[src/rtl/i2c_target.sv]
// i2c_target: 7-bit addressed I2C responder with open-drain SDA and no clock stretching
`timescale 1ns/1ps
module i2c_target #(
    parameter int addr_wd     = 7,
    parameter int data_wd     = 8,
    parameter int sync_stages = 2
) (
    input  logic               clk,
    input  logic               rst_n,
    input  logic               scl_i,
    input  logic               sda_i,
    output logic               sda_oe,
    input  logic [addr_wd-1:0] own_addr,
    input  logic [data_wd-1:0] tx_data,
    output logic               tx_load,
    output logic [data_wd-1:0] rx_data,
    output logic               rx_valid,
    output logic               busy
);
    typedef enum logic [2:0] {IDLE, ADDR, ADDR_ACK, WR_DATA, WR_ACK, RD_DATA, RD_ACK, IGNORE} state_t;
    localparam logic [3:0] last = 4'(data_wd - 1);
    localparam logic [3:0] full = 4'(data_wd);
    logic [sync_stages-1:0] scl_sync, sda_sync;
    logic scl_d, sda_d, scl_s, sda_s;
    logic scl_rise, scl_fall, start, stop;
    state_t state, state_n;
    logic [3:0] cnt, cnt_n;
    logic [data_wd-1:0] shift, shift_n, shift_in, rx_data_n;
    logic [addr_wd-1:0] addr_q, addr_n;
    logic oe_n, busy_n, rx_valid_n, tx_load_n, rw, rw_n, nack, nack_n;
    assign scl_s    = scl_sync[sync_stages-1];
    assign sda_s    = sda_sync[sync_stages-1];
    assign scl_rise = scl_s & ~scl_d;
    assign scl_fall = ~scl_s & scl_d;
    assign start    = scl_s & scl_d & sda_d & ~sda_s;
    assign stop     = scl_s & scl_d & ~sda_d & sda_s;
    assign shift_in = {shift[data_wd-2:0], sda_s};
    // synchronise the bus lines and keep one history flop; idle bus reads high
    always_ff @(posedge clk or negedge rst_n) begin
        if (!rst_n) begin
            scl_sync <= '1;
            sda_sync <= '1;
            scl_d    <= 1'b1;
            sda_d    <= 1'b1;
        end else begin
            scl_sync <= {scl_sync[sync_stages-2:0], scl_i};
            sda_sync <= {sda_sync[sync_stages-2:0], sda_i};
            scl_d    <= scl_s;
            sda_d    <= sda_s;
        end
    end
    // state and datapath registers; reset releases SDA immediately
    always_ff @(posedge clk or negedge rst_n) begin
        if (!rst_n) begin
            state    <= IDLE;
            cnt      <= '0;
            shift    <= '0;
            addr_q   <= '0;
            sda_oe   <= 1'b0;
            busy     <= 1'b0;
            rx_data  <= '0;
            rx_valid <= 1'b0;
            tx_load  <= 1'b0;
            rw       <= 1'b0;
            nack     <= 1'b0;
        end else begin
            state    <= state_n;
            cnt      <= cnt_n;
            shift    <= shift_n;
            addr_q   <= addr_n;
            sda_oe   <= oe_n;
            busy     <= busy_n;
            rx_data  <= rx_data_n;
            rx_valid <= rx_valid_n;
            tx_load  <= tx_load_n;
            rw       <= rw_n;
            nack     <= nack_n;
        end
    end
    // bus conditions win over bit events; samples on scl rise, drive changes on scl fall
    always_comb begin
        state_n    = state;
        cnt_n      = cnt;
        shift_n    = shift;
        addr_n     = addr_q;
        oe_n       = sda_oe;
        busy_n     = busy;
        rx_data_n  = rx_data;
        rx_valid_n = 1'b0;
        tx_load_n  = 1'b0;
        rw_n       = rw;
        nack_n     = nack;
        if (start) begin
            state_n = ADDR;
            cnt_n   = '0;
            oe_n    = 1'b0;
            busy_n  = 1'b0;
            addr_n  = own_addr;
        end else if (stop) begin
            state_n = IDLE;
            oe_n    = 1'b0;
            busy_n  = 1'b0;
        end else begin
            case (state)
                ADDR: if (scl_rise) begin
                    shift_n = shift_in;
                    cnt_n   = cnt + 4'd1;
                    if (cnt == last) begin
                        rw_n    = sda_s;
                        cnt_n   = '0;
                        state_n = (shift_in[data_wd-1 -: addr_wd] == addr_q) ? ADDR_ACK : IGNORE;
                    end
                end
                ADDR_ACK: if (scl_fall) begin
                    if (cnt == 4'd0) begin
                        oe_n   = 1'b1;
                        busy_n = 1'b1;
                        cnt_n  = 4'd1;
                    end else begin
                        cnt_n     = '0;
                        shift_n   = rw ? tx_data : shift;
                        tx_load_n = rw;
                        oe_n      = rw & ~tx_data[data_wd-1];
                        state_n   = rw ? RD_DATA : WR_DATA;
                    end
                end
                WR_DATA: if (scl_rise && cnt != full) begin
                    shift_n = shift_in;
                    cnt_n   = cnt + 4'd1;
                    if (cnt == last) begin
                        rx_data_n  = shift_in;
                        rx_valid_n = 1'b1;
                    end
                end else if (scl_fall && cnt == full) begin
                    oe_n    = 1'b1;
                    cnt_n   = '0;
                    state_n = WR_ACK;
                end
                WR_ACK: if (scl_fall) begin
                    oe_n    = 1'b0;
                    state_n = WR_DATA;
                end
                RD_DATA: if (scl_fall) begin
                    if (cnt == last) begin
                        oe_n    = 1'b0;
                        cnt_n   = '0;
                        state_n = RD_ACK;
                    end else begin
                        shift_n = {shift[data_wd-2:0], 1'b1};
                        oe_n    = ~shift[data_wd-2];
                        cnt_n   = cnt + 4'd1;
                    end
                end
                RD_ACK: if (scl_rise) begin
                    nack_n = sda_s;
                    cnt_n  = 4'd1;
                end else if (scl_fall && cnt == 4'd1) begin
                    cnt_n     = '0;
                    shift_n   = nack ? shift : tx_data;
                    tx_load_n = ~nack;
                    oe_n      = ~nack & ~tx_data[data_wd-1];
                    state_n   = nack ? IGNORE : RD_DATA;
                end
                IGNORE: oe_n = 1'b0;
                default: ;
            endcase
        end
    end
endmodule

[config.mk]
export PLATFORM = sky130hd
export DESIGN_NAME = i2c_target
export DESIGN_NICKNAME = d
export VERILOG_FILES = /design/src/rtl/i2c_target.sv
export SDC_FILE = /design/constraint.sdc
export NUM_CORES = 1
export LEC_CHECK = 0
export BUFFER_PORTS_ARGS = -buffer_cell sky130_fd_sc_hd__buf_2
export CAP_MARGIN = 20
export CORE_MARGIN = 2
export CORE_UTILIZATION = 30
export DETAILED_ROUTE_END_ITERATION = 8
export PLACE_DENSITY = 0.49
export SYNTH_ARGS = -nofsm -noshare
export SYNTH_HDL_FRONTEND = slang
export SYNTH_SLANG_ARGS = --single-unit
[constraint.sdc]
create_clock -name clk -period 5.2 [get_ports clk]
set_clock_uncertainty 0.15 [all_clocks]
set_input_delay 0.26 -clock clk [delete_from_list [all_inputs] [get_ports clk]]
set_output_delay 0.26 -clock clk [all_outputs]
set_load 0.01 [all_outputs]
Yosys cells after proc, flatten, opt, wreduce, memory -nomap -nowiden

Index checks and enable logic that the tools add are counted.

Input port bits: 19
RAM bits: 0
Memories kept: 0
Flip-flop bits (word level): 41
Bits in read-only memories: 0
Latch bits: 0

Reductions and logical operators: 19
Eq/ne operators: 39
Div/mod/pow operators: 0
Bitwise operators: 18
Muxes and demuxes: 69
$add $sub $neg: 1
Magnitude comparators: 0
Multipliers: 0
Shifts and indexed selects: 0

Operators with widths:

| operator                                            | number |
|---|---|
| two-way mux 7 bit                                   | 10 |
| inequality test 4 bit, second input constant        | 14 |
| two-way mux 3 bit                                   | 15 |
| two-way mux 4 bit                                   | 10 |
| case mux 7 bit (5 select lines)                     | 1 |
| two-way mux 1 bit                                   | 28 |
| inequality test 2 bit, second input constant        | 11 |
| case mux 4 bit (5 select lines)                     | 1 |
| case mux 3 bit (6 select lines)                     | 1 |
| nonzero test 8 bit                                  | 2 |
| AND reduction 13 bit                                | 1 |
| equality test 3 bit, second input constant          | 4 |
| AND reduction 12 bit                                | 1 |
| AND reduction 5 bit                                 | 2 |
| AND 1 bit                                           | 9 |
| inequality test 3 bit, second input constant        | 3 |
| inverter 1 bit                                      | 9 |
| nonzero test 3 bit                                  | 3 |
| AND reduction 8 bit                                 | 1 |
| equality test 7 bit                                 | 1 |
| AND reduction 7 bit                                 | 1 |
| equality test 3 x 2 -> 1 bit, second input constant | 2 |
| case mux 1 bit (6 select lines)                     | 1 |
| nonzero test 6 bit                                  | 1 |
| other kinds (12)                                    | 14 |

Logic depth before layout (Yosys ltp)

Gate-level depths: netlist of run 1.

Depth in word-level cells: 8
Mapped depth: 7
Mapped depth without buffers: 7

Worst setup path before layout of run 1

Ideal clock, no wire load.

Kind: register -> register
From: register cnt[0]
To: register shift[6]
Setup slack: 3111 ps
Data required time: 4925 ps
Cell stages (with the launch flop): 8
Clock period less this slack: 2089 ps
Arrival: 1814 ps
Setup time: 125 ps
Cell sequence: dfrtp_1 inv_1 ha_1 or3b_1 mux2i_1 a21oi_1 nand4_2 mux2_2

Longest elaborated chain between the ends: 4
Elaborated cells on any way between the ends: 11

Ends and longest elaborated chain:

| item                                                                         | line     | source |
|---|---|---|
| start: declaration                                                           | 27       | `logic [3:0] cnt, cnt_n;` |
| start signal: assignment                                                     | 68       | `cnt <= cnt_n;` |
| equality test 4 x 1 -> 1 bit / inequality test 4 bit (equally long branches) | 157, 127 |  |
| logical AND 1 bit, on equally long branches                                  | 157, 127 |  |
| inequality test 2 bit (no line)                                              | n/a      |  |
| AND reduction 13 bit (no line) *                                             | n/a      |  |
| end signal: assignment                                                       | 69       | `shift <= shift_n;` |
| end: declaration                                                             | 28       | `logic [data_wd-1:0] shift, shift_n, shift_in, rx_data_n;` |

Every way passes the cells marked *; elsewhere a longest branch is shown, timed or not.
A chain may end at the register's enable or synchronous reset.

Worst setup path after layout of run 1

From: register state[1]
To: register cnt[3]

Longest elaborated chain between the ends: 4
Elaborated cells on any way between the ends: 15

Ends and longest elaborated chain:

| item                                        | line | source |
|---|---|---|
| start: declaration                          | 26   | `state_t state, state_n;` |
| start signal: assignment                    | 67   | `state <= state_n;` |
| equality test 3 bit (tied with other cells) | 104  | `case (state)` |
| case mux 4 bit (5 select lines)             | 104  |  |
| two-way mux 4 bit                           | 99   | `end else if (stop) begin` |
| two-way mux 4 bit                           | 93   | `if (start) begin` |

Parallel ways exist; a longest one is shown, timed or not. The select of a mux whose other input is x is not followed.

==> results of run 1 <==
==> through the flow <==
stage | power [mW] | hold slack [ns] | util
after floorplan | 1.043 | -0.1856 | -
after global placement | 1.202 | 0.1954 | 0.3379
after detailed placement | 1.199 | 0.1970 | 0.3379
after CTS | 1.432 | 0.002656 | 0.3605
after global routing | 1.556 | 0.02001 | 0.3618
final | 1.428 | 0.01437 | 0.3618
==> worst paths after layout <==
check	cells past startpoint	slack, ns	to	startpoint
hold / removal	3	0.01	addr_q[2]	own_addr[2]
hold reg to reg	0	0.21	sda_sync[1]	sda_sync[0]
setup reg to reg	5	2.19	cnt[3]	state[1]
min in group asynchronous	2	0.49	shift[4]	rst_n
max in group asynchronous	2	3.83	state[0]	rst_n
setup / recovery	5	2.19	cnt[3]	state[1]
==> per-layer routing <==
| layer | wire, µm | part of all wire |
|---|---|---|
| met1 | 2772 | 0.46 |
| met2 | 2930 | 0.48 |
| met3 | 262 | 0.043 |
| met4 | 104 | 0.017 |
| met5 | 0 | 0 |
==> synth_stat cells, drive strengths merged, types with 3 or more instances <==
cell / number / area, µm²
nor2: 12 / 45.04
o21a: 3 / 22.52
nand2b: 6 / 37.54
nand3b: 3 / 22.52
dfrtp: 35 / 875.8
nor2b: 3 / 21.27
o21ai: 7 / 35.03
nor4: 3 / 33.78
nand2: 48 / 180.2
a21oi: 13 / 68.82
nand4: 5 / 37.53
nand3: 5 / 25.02
ha: 3 / 37.54
mux2: 17 / 191.4
inv: 6 / 22.52
buf: 9 / 47.55
nor3: 6 / 30.03
a211oi: 3 / 27.52
o311ai: 3 / 33.79
dfstp: 6 / 157.7
xor2: 7 / 61.31
a31oi: 7 / 43.79
==> timing repair <==
item,in CTS,in global routing
resized for setup,0,0
endpoints found under the hold margin,42,1
hold buffers,8,1
==> flip-flops by register name (all words and copies together) (netlist names), 2 cells and up <==
register and count:
addr_q 7, cnt 4, rx_data 8, scl_sync 2, sda_sync 2, shift 7
state 3
==> placed cells by master (no fill, tap or decap), types with 4 or more instances in the layout <==
cell type                       synthesis  final
sky130_fd_sc_hd__inv_1                  6      6
sky130_fd_sc_hd__mux2_2                11     11
sky130_fd_sc_hd__dlygate4sd3_1          0      9
sky130_fd_sc_hd__buf_2                  8     30
sky130_fd_sc_hd__dfrtp_1               35     35
sky130_fd_sc_hd__mux2_1                 6      6
sky130_fd_sc_hd__xor2_1                 7      7
sky130_fd_sc_hd__o21ai_1                5      5
sky130_fd_sc_hd__dfstp_2                6      6
sky130_fd_sc_hd__nor3_1                 6      6
sky130_fd_sc_hd__nand4_1                4      4
sky130_fd_sc_hd__nand3_1                5      5
sky130_fd_sc_hd__clkbuf_8               0      6
sky130_fd_sc_hd__a31oi_1                7      7
sky130_fd_sc_hd__nand2b_1               6      6
sky130_fd_sc_hd__nand2_1               48     48
sky130_fd_sc_hd__a21oi_1               12     12
sky130_fd_sc_hd__nor2_1                12     12
==> cell families (layout without fill, tap and decap cells) <==
| group | after synthesis | count (layout) | synth area share |
|---|---|---|---|
| XOR/XNOR | 9 | 9 | 0.03325 |
| adder cells (fa/ha/maj) | 3 | 3 | 0.01583 |
| AO/OA/AOI/OAI | 55 | 55 | 0.1636 |
| AND/OR/NAND/NOR | 104 | 104 | 0.2296 |
| multiplexers | 19 | 19 | 0.08918 |
| buffers and inverters | 17 | 54 | 0.03272 |
| flip-flops | 41 | 41 | 0.4359 |
==> final cells by class <==
| cell class | instances | share of cell area |
|---|---|---|
| clock buffer | 7 | 0.03104 |
| sequential | 41 | 0.3716 |
| tap | 102 | 0.04588 |
| inverter | 7 | 0.009447 |
| timing repair buffer | 39 | 0.08637 |
| multi-input combinational | 190 | 0.4530 |
| clock inverter | 1 | 0.002699 |
==> worst max-delay path, stage by stage (launching register included) <==
cell	delay, ns
sky130_fd_sc_hd__dfrtp_1	0.86
sky130_fd_sc_hd__nor2b_1	0.88
sky130_fd_sc_hd__o31ai_1	0.23
sky130_fd_sc_hd__a211o_1	0.37
sky130_fd_sc_hd__o311ai_1	0.30
sky130_fd_sc_hd__o21ai_1	0.11
==> report_power, final <==
group	internal, mW	switching, mW
Sequential	0.401	0.155
Clock	0.108	0.113
Combinational	0.295	0.356
Total	0.804	0.623
==> results.sh, run 1 <==
export IMPL_die_width_um=92.90
export IMPL_max_cap_viol_count=0
export IMPL_power_density_nw_per_um2=513.2
export IMPL_coreArea_um2=7687
export IMPL_min_delay_path_class="primary input to register"
export IMPL_drive_gt1_frac=0.2281
export IMPL_layout_nets=306
export IMPL_synthFlopType="sky130_fd_sc_hd__dfrtp_1"
export IMPL_floorplan_initialDensity=0.3084
export IMPL_rsz_0062_raised_after_global_routing="no"
export IMPL_vias_post_dr=1983
export IMPL_die_height_um=92.90
export IMPL_insertedDiodeCount=0
export IMPL_clock_fmax_mhz=331.8
export IMPL_insertion_delay_ns=0.29
export IMPL_outcome="complete, no violations"
export IMPL_netlist_cell_type_count=61
export IMPL_worst_slew_margin_rel=0.3332
export IMPL_wl_per_cell_um=15.68
export IMPL_postRouteAntennaNets=0
export IMPL_clock_sinks=41
export IMPL_detail_route_wirelength_mm=6.069
export IMPL_clock_root_buffer="sky130_fd_sc_hd__clkbuf_8"
export IMPL_dp_worst_setup_slack_ns=2.300
export IMPL_die_area_um2=8630
export IMPL_finalNonFillerCells=387
export IMPL_met2_capacity_usage_during_global_routing=0.2452
export IMPL_pin_count=31
export IMPL_multi_input_area_um2=1260
export IMPL_via_count_of_the_first_global_routing_pass=1987
export IMPL_setup_worst_path_start_class="register"
export IMPL_worst_endpoint_required_ns=5.22
export IMPL_place_port_buffers=30
export IMPL_fin_crit_ns=3.014
export IMPL_cts_tree="built"
export IMPL_cp_data_arrival_time_ns=3.03
export IMPL_cts_buffer_depth=2
export IMPL_global_route_peak_usage_layer="met2"
export IMPL_final_instance_area_um2=2781
export IMPL_grt_remaining_overflow=0
export IMPL_transition_at_the_pin_with_the_smallest_max_transition_slack_ns=0.9982
export IMPL_cts_inserted_buffers=5
export IMPL_vias_per_cell=5.124
export IMPL_syn_avg_cell_area_um2=9.561
export IMPL_yosys_warnings=0
export IMPL_global_route_wire_length_before_repair_mm=10.18
export IMPL_cts_max_level=2
export IMPL_synth_edf_count=0
export IMPL_instance_area_after_placement_um2=2597
export IMPL_numPlacedInstances=370
export IMPL_syn_nets=270
export IMPL_register_area_um2=1033
export IMPL_final_fill_count=805
export IMPL_post_synth_instance_area_um2=2371
export IMPL_grt_start_max_net_pins=42
export IMPL_setup_ws_ns=2.186
export IMPL_std_cell_rows=32
export IMPL_place_gp_congestion=0.8805
export IMPL_grt_use_total=0.1501
export IMPL_report_final_slew_viol_count=0
export IMPL_hold_viol_final=0
export IMPL_cts_setup_buffers=0
export IMPL_power_leakage_nw=1.250
export IMPL_ys_seq_elements=41
export IMPL_timing_setup_tns_ns=0
export IMPL_syn_to_final_growth_pct=17.31
export IMPL_global_route_usage_met1=0.2063
export IMPL_detail_route_first_pass_iterations=4
export IMPL_finalSetupViolCount=0
export IMPL_grt_antenna_before_repair=0
export IMPL_async_flop_share=1.000
export IMPL_critical_path_endpoint_type="register"
export IMPL_detail_route_iter0_violations=214
export IMPL_place_detailed_hpwl_mm=4.228
export IMPL_detail_route_drc_violations=0
export IMPL_yosysSeqAreaShare=0.4359
export IMPL_number_of_instances_in_the_synthesized_netlist=248
export IMPL_period_share=0.5796
export IMPL_timing_critical_path_fanout_max=25
export IMPL_cts_reportedPaths_clkPinSlew_ns=0.08
export IMPL_globalRouteMet3Util=0.02278
export IMPL_timing_worst_setup_path_type="register to register"
export IMPL_vdd_ir_drop_worst_uv=204.3
Note: power is estimated with default switching activity, not from simulation.
==> run 2: changes to the inputs <==
--- a/config.mk
+++ b/config.mk
@@ -10,7 +10,7 @@
 export CORE_MARGIN = 2
 export CORE_UTILIZATION = 30
 export DETAILED_ROUTE_END_ITERATION = 8
-export PLACE_DENSITY = 0.49
+export PLACE_DENSITY = 0.51
 export SYNTH_ARGS = -nofsm -noshare
 export SYNTH_HDL_FRONTEND = slang
 export SYNTH_SLANG_ARGS = --single-unit
==> constraint.sdc (replaced) <==
create_clock -name clk -period 2.7 [get_ports clk]
set_clock_uncertainty 0.15 [all_clocks]
set_input_delay 0.135 -clock clk [delete_from_list [all_inputs] [get_ports clk]]
set_output_delay 0.135 -clock clk [all_outputs]
set_load 0.01 [all_outputs]
==> results.sh, run 2 (synthesis gave the netlist of run 1 again) <==
export IMPL_top_register="rx_data"
export IMPL_max_cap_viol_count=0
export IMPL_place_port_buffers=30
export IMPL_cts_max_level=2
export IMPL_die_width_um=92.90
export IMPL_largest_registers="rx_data: 8 flops, addr_q: 7 flops, shift: 7 flops"
export IMPL_hold_end="shift[0]"
export IMPL_syn_to_final_growth_pct=23.54
export IMPL_place_gp_congestion=0.8256
export IMPL_cp_buffers_inverters=1
export IMPL_crit_path_cell_trace="inv_1 -> ha_1 -> or3b_1 -> mux2i_1 -> a21oi_1 -> nand4_2 -> mux2_2"
export IMPL_critical_path_top_delay_family="simple AND/OR/NAND/NOR gates"
export IMPL_vdd_ir_drop_worst_uv=361.1
export IMPL_global_route_wire_length_before_repair_mm=10.38
export IMPL_finalSetupViolCount=0
export IMPL_layout_commonest_cell="sky130_fd_sc_hd__nand2_1"
export IMPL_detail_route_iter0_violations=238
export IMPL_instance_area_after_placement_um2=2665
export IMPL_grt_remaining_overflow=0
export IMPL_global_route_usage_met1=0.2056
export IMPL_detail_route_first_pass_iterations=4
export IMPL_report_final_slew_viol_count=0
export IMPL_timing_critical_path_fanout_max=7
export IMPL_pin_count=31
export IMPL_cts_buffer_depth=2
export IMPL_r2r_start="cnt[0]"
export IMPL_setup_worst_path_start_class="register"
export IMPL_clock_sinks=41
export IMPL_holdPathStages=4
export IMPL_dp_worst_setup_slack_ns=0.3586
export IMPL_insertedDiodeCount=0
export IMPL_final_instance_area_um2=2929
export IMPL_final_cell_mix="sky130_fd_sc_hd__nand2_1 (48), sky130_fd_sc_hd__dfrtp_1 (35), sky130_fd_sc_hd__buf_2 (30)"
export IMPL_vias_per_cell=5.105
export IMPL_period_share=0.8570
export IMPL_numPlacedInstances=379
export IMPL_postLayoutCoreUtil=0.3810
export IMPL_grt_antenna_before_repair=0
export IMPL_cts_tree="built"
export IMPL_grt_use_total=0.1520
export IMPL_outcome="complete, no violations"
export IMPL_drive_gt1_frac=0.2517
export IMPL_worst_path_max_delay_cell="sky130_fd_sc_hd__or3b_1"
export IMPL_fin_crit_ns=2.314
export IMPL_hold_viol_final=0
export IMPL_globalRouteMet3Util=0.02848
export IMPL_total_power_mw=2.997
export IMPL_slowest_delay_ns=0.45
export IMPL_rsz_0062_raised_after_global_routing="no"
export IMPL_worst_r2r_cell_count=7
export IMPL_clock_root_buffer="sky130_fd_sc_hd__clkbuf_8"
export IMPL_timing_rr_end="shift[6]"
export IMPL_die_area_um2=8630
export IMPL_detail_route_drc_violations=0
export IMPL_setup_reg_to_reg_worst_slack_ns=0.39
export IMPL_power_leakage_nw=1.336
export IMPL_place_detailed_hpwl_mm=4.303
export IMPL_std_cell_rows=32
export IMPL_critical_path_endpoint_type="register"
export IMPL_die_height_um=92.90
export IMPL_via_count_of_the_first_global_routing_pass=2063
export IMPL_timing_setup_tns_ns=0
export IMPL_cts_reportedPaths_clkPinSlew_ns=0.08
export IMPL_postRouteAntennaNets=0
export IMPL_insertion_delay_ns=0.29
export IMPL_timing_worst_setup_path_type="register to register"
export IMPL_layout_nets=319
export IMPL_floorplan_initialDensity=0.3084
export IMPL_power_density_nw_per_um2=1023
export IMPL_cp_data_arrival_time_ns=2.35
export IMPL_clock_fmax_mhz=432.2
export IMPL_global_route_peak_usage_layer="met2"
export IMPL_grt_start_max_net_pins=42
export IMPL_worstHoldStart="tx_data[0]"
export IMPL_met2_capacity_usage_during_global_routing=0.2488
export IMPL_worst_slew_margin_rel=0.3862
export IMPL_detail_route_wirelength_mm=6.037
export IMPL_finalHoldWorstSlack_ns=0.009814
export IMPL_setup_ws_ns=0.3861
export IMPL_transition_at_the_pin_with_the_smallest_max_transition_slack_ns=0.9207
export IMPL_largest_register_ffs=8
export IMPL_vias_post_dr=2042
export IMPL_coreArea_um2=7687
export IMPL_finalNonFillerCells=400
export IMPL_min_delay_path_class="primary input to register"
export IMPL_wl_per_cell_um=15.09
export IMPL_worst_endpoint_required_ns=2.73
export IMPL_cts_inserted_buffers=5
## run 2: cell count changes in the layout (fill, tap and decap cells not counted), sizes merged
cell         delta
bufinv          +2
clkinv          +1
clkbuf          -2
buf             +9
clkinvlp        -1
dlygate4sd3     +4
## run 2: timing repair
action,4_1_cts,5_1_grt
hold endpoints to repair,47,0
gates resized for setup,0,0
setup buffers,0,0
hold buffers,13,0
## run 2: area by class of cell
type / count / area [µm²]
multi-input cells: 190 / 1260
clock buffers: 5 / 68.82
repair buffers: 52 / 347.8
flip-flops and latches: 41 / 1033
fillers: 794 / 4758
well taps: 102 / 127.6
clock inverters: 3 / 65.06
inverters: 7 / 26.28
## run 2: worst max-delay path by stage
stage	to	cells after the start	from	slack (ns)
2_1_floorplan	shift[6]	7	cnt[0]	0.61
3_3_place_gp	sda_oe	7	cnt[0]	0.35
3_5_place_dp	sda_oe	7	cnt[0]	0.36
4_1_cts	sda_oe	7	cnt[0]	0.34
5_1_grt	sda_oe	7	cnt[0]	0.13
6_report	shift[6]	7	cnt[0]	0.39
## run 2: worst register-to-register path: stages (launching register included)
cell                      delay, ns
sky130_fd_sc_hd__dfrtp_1       0.44
sky130_fd_sc_hd__inv_1         0.08
sky130_fd_sc_hd__ha_1          0.18
sky130_fd_sc_hd__or3b_1        0.45
sky130_fd_sc_hd__mux2i_1       0.21
sky130_fd_sc_hd__a21oi_1       0.11
sky130_fd_sc_hd__nand4_2       0.23
sky130_fd_sc_hd__mux2_2        0.36
## run 2: power by group
part | internal, mW | leakage, nW | switching [mW]
Combinational | 0.626 | 0.757 | 0.828
Sequential | 0.775 | 0.511 | 0.179
Clock | 0.367 | 0.0681 | 0.221
Total | 1.77 | 1.34 | 1.23
## run 2: per-layer routing
layer | part of all wire | vias up | routed length, µm
met2 | 0.47 | 76 | 2843
met4 | 0.012 | 0 | 70
met1 | 0.47 | 964 | 2847
li1 | - | 995 | -
met5 | 0 | - | 0
met3 | 0.046 | 7 | 275
==> run 3: changes to the inputs <==
--- a/config.mk
+++ b/config.mk
@@ -7,6 +7,7 @@
 export LEC_CHECK = 0
 export BUFFER_PORTS_ARGS = -buffer_cell sky130_fd_sc_hd__buf_2
 export CAP_MARGIN = 20
+export CORE_ASPECT_RATIO = 1.1
 export CORE_MARGIN = 2
 export CORE_UTILIZATION = 30
 export DETAILED_ROUTE_END_ITERATION = 8
==> results.sh, run 3 (synthesis gave the netlist of run 1 again) <==
export IMPL_clock_root_buffer="sky130_fd_sc_hd__clkbuf_8"
export IMPL_worst_endpoint_required_ns=2.78
export IMPL_detail_route_wirelength_mm=6.221
export IMPL_largest_register_ffs=8
export IMPL_timing_critical_path_fanout_max=9
export IMPL_die_height_um=97.24
export IMPL_place_port_buffers=30
export IMPL_timing_setup_tns_ns=0
export IMPL_die_width_um=88.77
export IMPL_worstHoldStart="tx_data[0]"
export IMPL_place_detailed_hpwl_mm=4.317
export IMPL_grt_start_max_net_pins=42
export IMPL_cts_tree="built"
export IMPL_vdd_ir_drop_worst_uv=418.4
export IMPL_worst_slew_margin_rel=0.3895
export IMPL_cts_setup_buffers=0
export IMPL_slowest_delay_ns=0.59
export IMPL_setup_ws_ns=0.2709
export IMPL_final_cell_mix="sky130_fd_sc_hd__nand2_1 (48), sky130_fd_sc_hd__dfrtp_1 (35), sky130_fd_sc_hd__buf_2 (30)"
export IMPL_floorplan_initialDensity=0.3046
export IMPL_place_gp_congestion=0.8470
export IMPL_finalNonFillerCells=407
export IMPL_worst_path_max_delay_cell="sky130_fd_sc_hd__dfstp_2"
export IMPL_via_count_of_the_first_global_routing_pass=2130
export IMPL_insertion_delay_ns=0.30
export IMPL_numPlacedInstances=384
export IMPL_cp_data_arrival_time_ns=2.51
export IMPL_power_share_combinational=0.508
export IMPL_fin_crit_ns=2.429
export IMPL_detail_route_iter0_violations=133
export IMPL_cts_inserted_buffers=5
export IMPL_syn_to_final_growth_pct=23.43
export IMPL_instance_area_after_placement_um2=2665
export IMPL_vias_per_cell=5.027
export IMPL_cts_resized=0
export IMPL_finalSetupViolCount=0
export IMPL_hold_viol_final=0
export IMPL_cts_max_level=2
export IMPL_cts_buffer_depth=2
export IMPL_critical_path_top_delay_family="compound AO/OA/AOI/OAI gates"
export IMPL_layout_commonest_cell="sky130_fd_sc_hd__nand2_1"
export IMPL_wl_per_cell_um=15.29
export IMPL_worst_r2r_cell_count=6
export IMPL_setup_reg_to_reg_worst_slack_ns=0.27
export IMPL_clock_sinks=41
export IMPL_final_instance_area_um2=2927
export IMPL_die_area_um2=8632
export IMPL_insertedDiodeCount=0
export IMPL_dp_worst_setup_slack_ns=0.2986
export IMPL_p_switching_mw=1.252
export IMPL_crit_path_cell_trace="nor2b_2 -> buf_4 -> a311oi_1 -> or2_0 -> a2111oi_0 -> o22a_1"
export IMPL_clock_fmax_mhz=411.7
export IMPL_transition_at_the_pin_with_the_smallest_max_transition_slack_ns=0.9157
export IMPL_switching_share_of_power=0.4282
export IMPL_total_power_mw=2.924
export IMPL_timing_rr_end="sda_oe"
export IMPL_cts_reportedPaths_clkPinSlew_ns=0.08
export IMPL_report_final_slew_viol_count=0
export IMPL_critical_path_endpoint_type="register"
export IMPL_p_seq_frac=0.320
export IMPL_hold_end="shift[0]"
export IMPL_layout_nets=320
export IMPL_grt_use_total=0.1553
export IMPL_pwr_share_clk=0.172
export IMPL_global_route_wire_length_before_repair_mm=10.52
export IMPL_grt_remaining_overflow=0
export IMPL_drive_gt1_frac=0.2441
export IMPL_vias_post_dr=2046
export IMPL_coreArea_um2=7785
export IMPL_power_leakage_nw=1.326
export IMPL_internal_power_mw=1.672
export IMPL_cp_buffers_inverters=1
export IMPL_power_density_nw_per_um2=999.2
export IMPL_grt_antenna_before_repair=0
export IMPL_period_share=0.8997
export IMPL_timing_worst_setup_path_type="register to register"
export IMPL_postRouteAntennaNets=0
export IMPL_largest_registers="rx_data: 8 flops, addr_q: 7 flops, shift: 7 flops"
export IMPL_top_register="rx_data"
export IMPL_rsz_0062_raised_after_global_routing="no"
export IMPL_outcome="complete, no violations"
export IMPL_pin_count=31
export IMPL_r2r_start="scl_d"
export IMPL_detail_route_first_pass_iterations=4
export IMPL_std_cell_rows=34
export IMPL_detail_route_drc_violations=0
export IMPL_holdPathStages=4
export IMPL_min_delay_path_class="primary input to register"
export IMPL_max_cap_viol_count=0
export IMPL_setup_worst_path_start_class="register"
## run 3: cell types whose count changed in the layout (fill, tap and decap cells not counted)
cell	before	now
sky130_fd_sc_hd__clkinv_2	1	0
sky130_fd_sc_hd__clkbuf_1	0	1
sky130_fd_sc_hd__buf_4	9	8
sky130_fd_sc_hd__dlygate4sd3_1	13	15
sky130_fd_sc_hd__bufinv_16	2	1
sky130_fd_sc_hd__clkinv_4	0	1
## run 3: metrics by stage
stage | hold slack (ns) | utilization
floorplan | -0.3106 | -
global route | 0.04002 | 0.3759
detailed placement | 0.09292 | 0.3423
finish | 0.01683 | 0.3759
global placement | 0.09133 | 0.3423
CTS | 0.02282 | 0.3759
## run 3: worst reg2reg max path, stage by stage, from the launching register on
cell and delay [ns]:
sky130_fd_sc_hd__dfstp_2 0.59, sky130_fd_sc_hd__nor2b_2 0.29, sky130_fd_sc_hd__buf_4 0.22, sky130_fd_sc_hd__a311oi_1 0.11, sky130_fd_sc_hd__or2_0 0.27, sky130_fd_sc_hd__a2111oi_0 0.52, sky130_fd_sc_hd__o22a_1 0.23
## run 3: what timing repair did
| action | in CTS | in global routing |
|---|---|---|
| hold buffers | 15 | 0 |
| hold endpoints to repair | 49 | 0 |
| endpoints found under the setup margin | 0 | 0 |
## run 3: worst max-delay path by stage
stage	depth (start not counted)	slack, ns	end	start
finish	6	0.27	sda_oe	scl_d
global placement	6	0.21	sda_oe	scl_d
CTS	6	0.28	sda_oe	scl_d
detailed placement	6	0.30	sda_oe	scl_d
floorplan	7	0.61	shift[6]	cnt[0]
global route	6	0.13	sda_oe	scl_d
## run 3: layout make-up
class                           instances  area [µm²]
Clock buffer                            6       72.57
Timing Repair Buffer                   53       360.3
Clock inverter                          2       38.79
Multi-Input combinational cell        190        1260
Fill cell                             783        4858
Tap cell                              108       135.1
Sequential cell                        41        1033
Inverter                                7       26.28
## run 3: power by group through the flow
stage	Clock (mW)	Sequential, mW	Combinational (mW)
after floorplan	0	0.913	1.10
after detailed placement	0	0.948	1.45
after global placement	0	0.945	1.45
after CTS	0.515	0.935	1.48
after global routing	0.541	0.962	1.66
final	0.503	0.935	1.49
## run 3: layer usage
layer	vias up	wire length [µm]	global-route usage
met5	-	0	0
met4	0	153	0.05711
met3	12	208	0.02124
met2	60	3130	0.2669
met1	979	2729	0.1940
li1	995	-	-
